==> src/rtl/lc3_pkg.sv <==
// Shared LC-3 definitions: loader FSM states, word constants and image word extraction.
package lc3_pkg;

   localparam int                WORD_W       = 16;
   localparam logic [WORD_W-1:0] ORIG_DEFAULT = 16'h3000;
   localparam int                IMG_MAX_W    = 4096;

   typedef enum logic [2:0] {
      IDLE,
      ORIGIN,
      WRITE,
      VERIFY,
      DONE
   } state_t;

   // Word k of a flat image; word 0 sits in the least significant bits.
   function automatic logic [WORD_W-1:0] image_word(input logic [IMG_MAX_W-1:0] img,
                                                    input int unsigned          k);
      logic [IMG_MAX_W-1:0] shifted;
      shifted = img >> (k * WORD_W);
      return shifted[WORD_W-1:0];
   endfunction

endpackage

==> src/rtl/lc3_image_shadow.sv <==
// Holds the object image latched at load acceptance and selects one program word.
module lc3_image_shadow
   import lc3_pkg::*;
#(
   parameter int SIZE  = 80,
   parameter int SEL_W = 3
) (
   input  logic              clk,
   input  logic              capture,
   input  logic [SIZE-1:0]   image,
   input  logic [SEL_W-1:0]  sel,
   output logic [WORD_W-1:0] origin,
   output logic [WORD_W-1:0] word
);

   logic [SIZE-1:0] shadow;

   always_ff @(posedge clk) begin
      if (capture) shadow <= image;
   end

   assign origin = shadow[WORD_W-1:0];
   assign word   = image_word(IMG_MAX_W'(shadow), 32'(sel));

endmodule

==> src/rtl/lc3_prog_loader.sv <==
// Loads an LC-3 object image into memory over a ready/valid write port, then releases the core.
// Optional read-back verification of every write: define LOADER_READBACK_EN.
module lc3_prog_loader
   import lc3_pkg::*;
#(
   parameter  int SIZE   = 80,
   localparam int NWORDS = SIZE / WORD_W,
   localparam int CNT_W  = $clog2(NWORDS + 1)
) (
   input  logic              clk,
   input  logic              rst,
   input  logic              load_start,
   input  logic [SIZE-1:0]   prog_image,
   output logic              mem_we,
   output logic [WORD_W-1:0] mem_addr,
   output logic [WORD_W-1:0] mem_wdata,
   input  logic              mem_ready,
`ifdef LOADER_READBACK_EN
   output logic              mem_re,
   input  logic [WORD_W-1:0] mem_rdata,
   input  logic              mem_rvalid,
   output logic              load_err,
`endif
   output logic              busy,
   output logic              done,
   output logic              cpu_run,
   output logic [WORD_W-1:0] start_pc,
   output logic [CNT_W-1:0]  words_loaded
);

   state_t            state, state_nxt;
   logic              capture;
   logic              advance;
   logic              last;
   // idx always points at the word to be presented after the current one.
   logic [CNT_W-1:0]  idx, idx_nxt;
   logic [CNT_W-1:0]  cnt_nxt;
   logic              we_nxt, busy_nxt, done_nxt;
   logic [WORD_W-1:0] addr_nxt, wdata_nxt, spc_nxt;
   logic [WORD_W-1:0] sh_origin, sh_word;
`ifdef LOADER_READBACK_EN
   logic              re_nxt, err_nxt;
`endif

   lc3_image_shadow #(
      .SIZE  (SIZE),
      .SEL_W (CNT_W)
   ) u_shadow (
      .clk     (clk),
      .capture (capture),
      .image   (prog_image),
      .sel     (idx),
      .origin  (sh_origin),
      .word    (sh_word)
   );

   assign last = (idx == CNT_W'(NWORDS));

   always_ff @(posedge clk or posedge rst) begin
      if (rst) state <= IDLE;
      else     state <= state_nxt;
   end

   always_comb begin
      state_nxt = state;
      capture   = 1'b0;
      advance   = 1'b0;
      we_nxt    = mem_we;
      addr_nxt  = mem_addr;
      wdata_nxt = mem_wdata;
      idx_nxt   = idx;
      cnt_nxt   = words_loaded;
      spc_nxt   = start_pc;
      busy_nxt  = busy;
      done_nxt  = done;
`ifdef LOADER_READBACK_EN
      re_nxt    = mem_re;
      err_nxt   = load_err;
`endif
      case (state)
         IDLE, DONE: begin
            if (load_start) begin
               capture   = 1'b1;
               state_nxt = ORIGIN;
               busy_nxt  = 1'b1;
               done_nxt  = 1'b0;
               cnt_nxt   = '0;
               idx_nxt   = CNT_W'(1);
`ifdef LOADER_READBACK_EN
               err_nxt   = 1'b0;
`endif
            end
         end
         ORIGIN: begin
            spc_nxt  = sh_origin;
            addr_nxt = sh_origin;
            if (NWORDS == 1) begin
               state_nxt = DONE;
               busy_nxt  = 1'b0;
               done_nxt  = 1'b1;
            end else begin
               state_nxt = WRITE;
               we_nxt    = 1'b1;
               wdata_nxt = sh_word;
               idx_nxt   = idx + CNT_W'(1);
            end
         end
         WRITE: begin
            if (mem_ready) begin
               cnt_nxt = words_loaded + CNT_W'(1);
               we_nxt  = 1'b0;
`ifdef LOADER_READBACK_EN
               state_nxt = VERIFY;
               re_nxt    = 1'b1;
`else
               advance   = 1'b1;
`endif
            end
         end
`ifdef LOADER_READBACK_EN
         VERIFY: begin
            if (mem_rvalid) begin
               re_nxt = 1'b0;
               if (mem_rdata != mem_wdata) begin
                  err_nxt   = 1'b1;
                  state_nxt = DONE;
                  busy_nxt  = 1'b0;
                  done_nxt  = 1'b1;
               end else begin
                  advance = 1'b1;
               end
            end
         end
`endif
         default: state_nxt = IDLE;
      endcase

      // Move to the next word, or finish once the final word has been committed.
      if (advance) begin
         if (last) begin
            state_nxt = DONE;
            we_nxt    = 1'b0;
            busy_nxt  = 1'b0;
            done_nxt  = 1'b1;
         end else begin
            state_nxt = WRITE;
            we_nxt    = 1'b1;
            addr_nxt  = mem_addr + 16'd1;
            wdata_nxt = sh_word;
            idx_nxt   = idx + CNT_W'(1);
         end
      end
   end

   always_ff @(posedge clk or posedge rst) begin
      if (rst) begin
         mem_we       <= 1'b0;
         mem_addr     <= '0;
         mem_wdata    <= '0;
         idx          <= '0;
         words_loaded <= '0;
         start_pc     <= '0;
         busy         <= 1'b0;
         done         <= 1'b0;
`ifdef LOADER_READBACK_EN
         mem_re       <= 1'b0;
         load_err     <= 1'b0;
`endif
      end else begin
         mem_we       <= we_nxt;
         mem_addr     <= addr_nxt;
         mem_wdata    <= wdata_nxt;
         idx          <= idx_nxt;
         words_loaded <= cnt_nxt;
         start_pc     <= spc_nxt;
         busy         <= busy_nxt;
         done         <= done_nxt;
`ifdef LOADER_READBACK_EN
         mem_re       <= re_nxt;
         load_err     <= err_nxt;
`endif
      end
   end

`ifdef LOADER_READBACK_EN
   assign cpu_run = done & ~load_err;
`else
   assign cpu_run = done;
`endif

endmodule
==> config.mk <==
export PLATFORM = sky130hd
export DESIGN_NAME = lc3_prog_loader
export DESIGN_NICKNAME = d
export VERILOG_FILES = /design/src/rtl/lc3_pkg.sv /design/src/rtl/lc3_image_shadow.sv /design/src/rtl/lc3_prog_loader.sv
export SDC_FILE = /design/constraint.sdc
export NUM_CORES = 1
export LEC_CHECK = 0
export ABC_CLOCK_PERIOD_IN_PS = 7250
export CAP_MARGIN = 5
export CELL_PAD_IN_SITES_DETAIL_PLACEMENT = 1
export CELL_PAD_IN_SITES_GLOBAL_PLACEMENT = 1
export CORE_MARGIN = 2
export CORE_UTILIZATION = 30
export CTS_CLUSTER_DIAMETER = 40
export DETAILED_ROUTE_END_ITERATION = 10
export PLACE_DENSITY = 0.74
export SLEW_MARGIN = 20
export SYNTH_ARGS = -nofsm -noshare
export SYNTH_HDL_FRONTEND = slang
export SYNTH_SLANG_ARGS = --single-unit
==> constraint.sdc <==
create_clock -name clk -period 7.25 [get_ports clk]
set_input_delay 1.45 -clock clk [delete_from_list [all_inputs] [get_ports clk]]
set_output_delay 1.45 -clock clk [all_outputs]
set_load 0.01 [all_outputs]
==> metrics.txt <==
initial antenna violation count=0; synthesized instance count=394; # port buffers=~140; number of optimization iterations in the first detailed-route pass=4; number of hold-repair buffers added at the cts stage=0; element type at the critical path end=flop; most frequent cells after synthesis=sky130_fd_sc_hd__edfxtp_1, sky130_fd_sc_hd__nand2_1, sky130_fd_sc_hd__dfrtp_1; fmax=321.1 MHz; DP Area=between 7000 and 8000 µm²; largest fanout on the critical path=23; M1 GR Usage=about a fifth; post-detail-place hpwl=about 10 mm; post-layout instance area=~7900 µm²; utilization after layout=between 40 and 50%; met3 routing resource usage after global routing=between 3 and 4%; std cell rows=50; Worst slew margin=between 20% and 30%; areal power density over the cells=between 400 and 500 nW/µm²; Starting DRT DRC Count=~190; floorplan die area=slightly above 20000 µm²; FFs w/ async S/R, synth=between 40 and 50%; post-layout instance count excluding filler cells=785; Sw Pwr=between 1 and 1.5 mW; number of global-route vias before repair=about 4300; mean routed wirelength per cell=just over 20 µm; met2 Usage GRT=28.43%; total standard cell area after synthesis=between 5000 and 6000 µm²; Reg area=3904 µm²; Reg clk slew, reported paths=approximately 0.06 ns; total placed cells including tap cells=roughly 750; setup repair after global routing missed its margin=no; leading cell types by total area after synthesis=sky130_fd_sc_hd__edfxtp_1, sky130_fd_sc_hd__dfrtp_1, sky130_fd_sc_hd__nand2_1, sky130_fd_sc_hd__mux4_1, sky130_fd_sc_hd__mux4_2; Final Hold Viols=0; Final Net Count=626; Max H-tree Level=4; Comb pwr share=approximately a third; max-slew violation count=0; clock tree skew after final layout=around 0.006 ns; Synth-to-Final Area Change=38.10%; most used flip-flop cell after synthesis=sky130_fd_sc_hd__edfxtp_1; global route overflow=0; Starting Density=30.56%; detailed-route wire length=between 15 and 20 mm; dominant cell by count in the synthesized netlist=sky130_fd_sc_hd__edfxtp_1; path class of the lowest-slack min-delay path=flop to flop; share of final-layout standard cells stronger than drive strength 1=between 10% and 20%; routability cong.=0.7328; vias per cell=~5.0; Maximum Capacitance Violations=0; post-synth top area share=a little over two fifths; pin count of the biggest net entering global routing=81; Peak supply drop=~0.17 mV; cell type contributing the most total cell area after synthesis=sky130_fd_sc_hd__edfxtp_1; total internal power=around 2.2 mW; kind of critical path=primary input to flop; buffer count from post-CTS setup fixing=0; GRT Total Usage=approximately 16%; register bit total from synthesis=140; Worst Max-Slew Pin Slew=1.049 ns; total negative slack=0 ns; # setup viols final=0; result of the run=finished, final reports clean; endpoint arrival time on the critical path=about 3.4 ns; clock latency at the later pin of the worst-skew pair=roughly 0.42 ns; total clock sinks=140; mean post-synth cell area=~15 µm²; sequential share of power=38.6%; CP Launch Type=primary input; Inserted Diodes=0; Remaining DRCs=0; Root Buffer Master=sky130_fd_sc_hd__clkbuf_16; total of fill cells in the finished design=1926; footprint of the multi-input gates=approximately 1600 µm²; clock power share=~28%; switching part of the total power=between 30 and 40%; post-cts sizing count=0; total number of yosys warnings=0; number of clock buffers inserted by TritonCTS=17; Post-Synthesis Net Count=482; clock tree from TritonCTS=built; worst-case clock buffer depth=2; post-route antenna net violation count=0; number of vias after detailed routing=around 4000; busiest grt layer=met2; Post-synth EDFFs=80; Static Leakage=3.004 nW; time the final worst path needs with I/O delays and setup=around 3.1 ns; worst endpoint required time=7.56 ns; floorplan die height=142.0 µm; die width=around 140 µm; first-pass GRT wire length=between 20 and 25 mm; flop-to-flop setup slack=~4.7 ns; portion of the post-synthesis area used by sequential elements=roughly two thirds; crit share post-route=42.95%; number of top-level pins=139; overall power consumption=~3.3 mW; total core area=18710 µm²; distinct cell type count of the synthesized netlist=50
## layout make-up
| type | instances | area share, % |
|---|---|---|
| well taps | 234 | 3.708 |
| repair buffers | 144 | 18.07 |
| flip-flops and latches | 140 | 49.45 |
| multi-input cells | 227 | 20.52 |
| inverters | 8 | 0.3962 |
| clock inverters | 8 | 1.759 |
| clock buffers | 24 | 6.101 |
## sequential cells by signal (all words and copies together), names as in the netlist
signal	flops
mem_wdata	16
busy	1
words_loaded	3
u_shadow.shadow	80
mem_we	1
start_pc	16
state	3
cpu_run	1
mem_addr	16
idx	3
## layout by cell type (no fill, tap or decap), types with 3 or more instances in the layout
cell and instances:
sky130_fd_sc_hd__mux4_1 8, sky130_fd_sc_hd__nand2_1 65, sky130_fd_sc_hd__a21oi_1 10, sky130_fd_sc_hd__o311ai_1 5, sky130_fd_sc_hd__clkbuf_1 4, sky130_fd_sc_hd__clkdlybuf4s50_1 138
sky130_fd_sc_hd__o211ai_1 3, sky130_fd_sc_hd__edfxtp_1 80, sky130_fd_sc_hd__dfrtp_1 60, sky130_fd_sc_hd__o21ai_0 6, sky130_fd_sc_hd__nor3_1 3, sky130_fd_sc_hd__and3_1 4
sky130_fd_sc_hd__o22ai_1 3, sky130_fd_sc_hd__nand3_1 8, sky130_fd_sc_hd__clkbuf_8 3, sky130_fd_sc_hd__nor2_1 47, sky130_fd_sc_hd__buf_4 6, sky130_fd_sc_hd__clkbuf_16 17
sky130_fd_sc_hd__ha_1 4, sky130_fd_sc_hd__bufinv_16 4, sky130_fd_sc_hd__clkinv_2 4, sky130_fd_sc_hd__a221oi_2 8, sky130_fd_sc_hd__inv_1 5, sky130_fd_sc_hd__o21ai_1 7
sky130_fd_sc_hd__a221oi_1 8, sky130_fd_sc_hd__mux4_2 8
## final timing paths
kind	start	end	depth (start not counted)
worst min register to register	start_pc[4]	start_pc[4]	2
worst max-delay path	mem_ready	mem_addr[7]	5
min in group asynchronous	rst	state[1]	3
worst min-delay path	start_pc[4]	start_pc[4]	2
max in group asynchronous	rst	mem_addr[9]	3
worst max register to register	idx[0]	mem_addr[7]	6
## power by group through the flow
stage	combinational (mW)	clock (mW)	sequential (mW)
4_1_cts	1.14	0.939	1.28
3_3_place_gp	1.09	0	1.28
5_1_grt	1.22	0.969	1.31
6_report	1.12	0.919	1.28
2_1_floorplan	0.588	0	1.31
3_5_place_dp	1.14	0	1.29
## routing by layer
| layer | routed length (µm) | part of all wire (%) |
|---|---|---|
| met1 | 6447 | 41 |
| met2 | 8290 | 52 |
| met3 | 826 | 5.2 |
| met4 | 250 | 1.6 |
| met5 | 0 | 0 |
## worst max-delay path, cell delays in order
cell and delay (ns):
sky130_fd_sc_hd__clkdlybuf4s50_1 0.46, sky130_fd_sc_hd__and4bb_1 0.38, sky130_fd_sc_hd__a21oi_4 0.79, sky130_fd_sc_hd__o21ai_0 0.21
sky130_fd_sc_hd__o311ai_1 0.14
## stage by stage
step / hold slack [ns] / worst slack [ns]
2_1_floorplan: 0.4510 / 3.720
3_5_place_dp: 0.4705 / 3.646
5_1_grt: 0.5133 / 4.041
6_report: 0.4793 / 4.136
4_1_cts: 0.4846 / 4.072
3_3_place_gp: 0.4620 / 3.742
## logic make-up (layout without fill, tap and decap cells)
kind of cell | after synthesis | after routing | synth area share [%]
multiplexers | 16 | 16 | 6.829
adder cells (fa/ha/maj) | 4 | 4 | 0.8755
AND/OR/NAND/NOR | 141 | 141 | 11.05
flip-flops | 140 | 140 | 68.29
XOR/XNOR | 1 | 1 | 0.1532
buffers and inverters | 27 | 184 | 3.589
AO/OA/AOI/OAI | 65 | 65 | 9.215
Note: power is estimated with default switching activity, not from simulation.
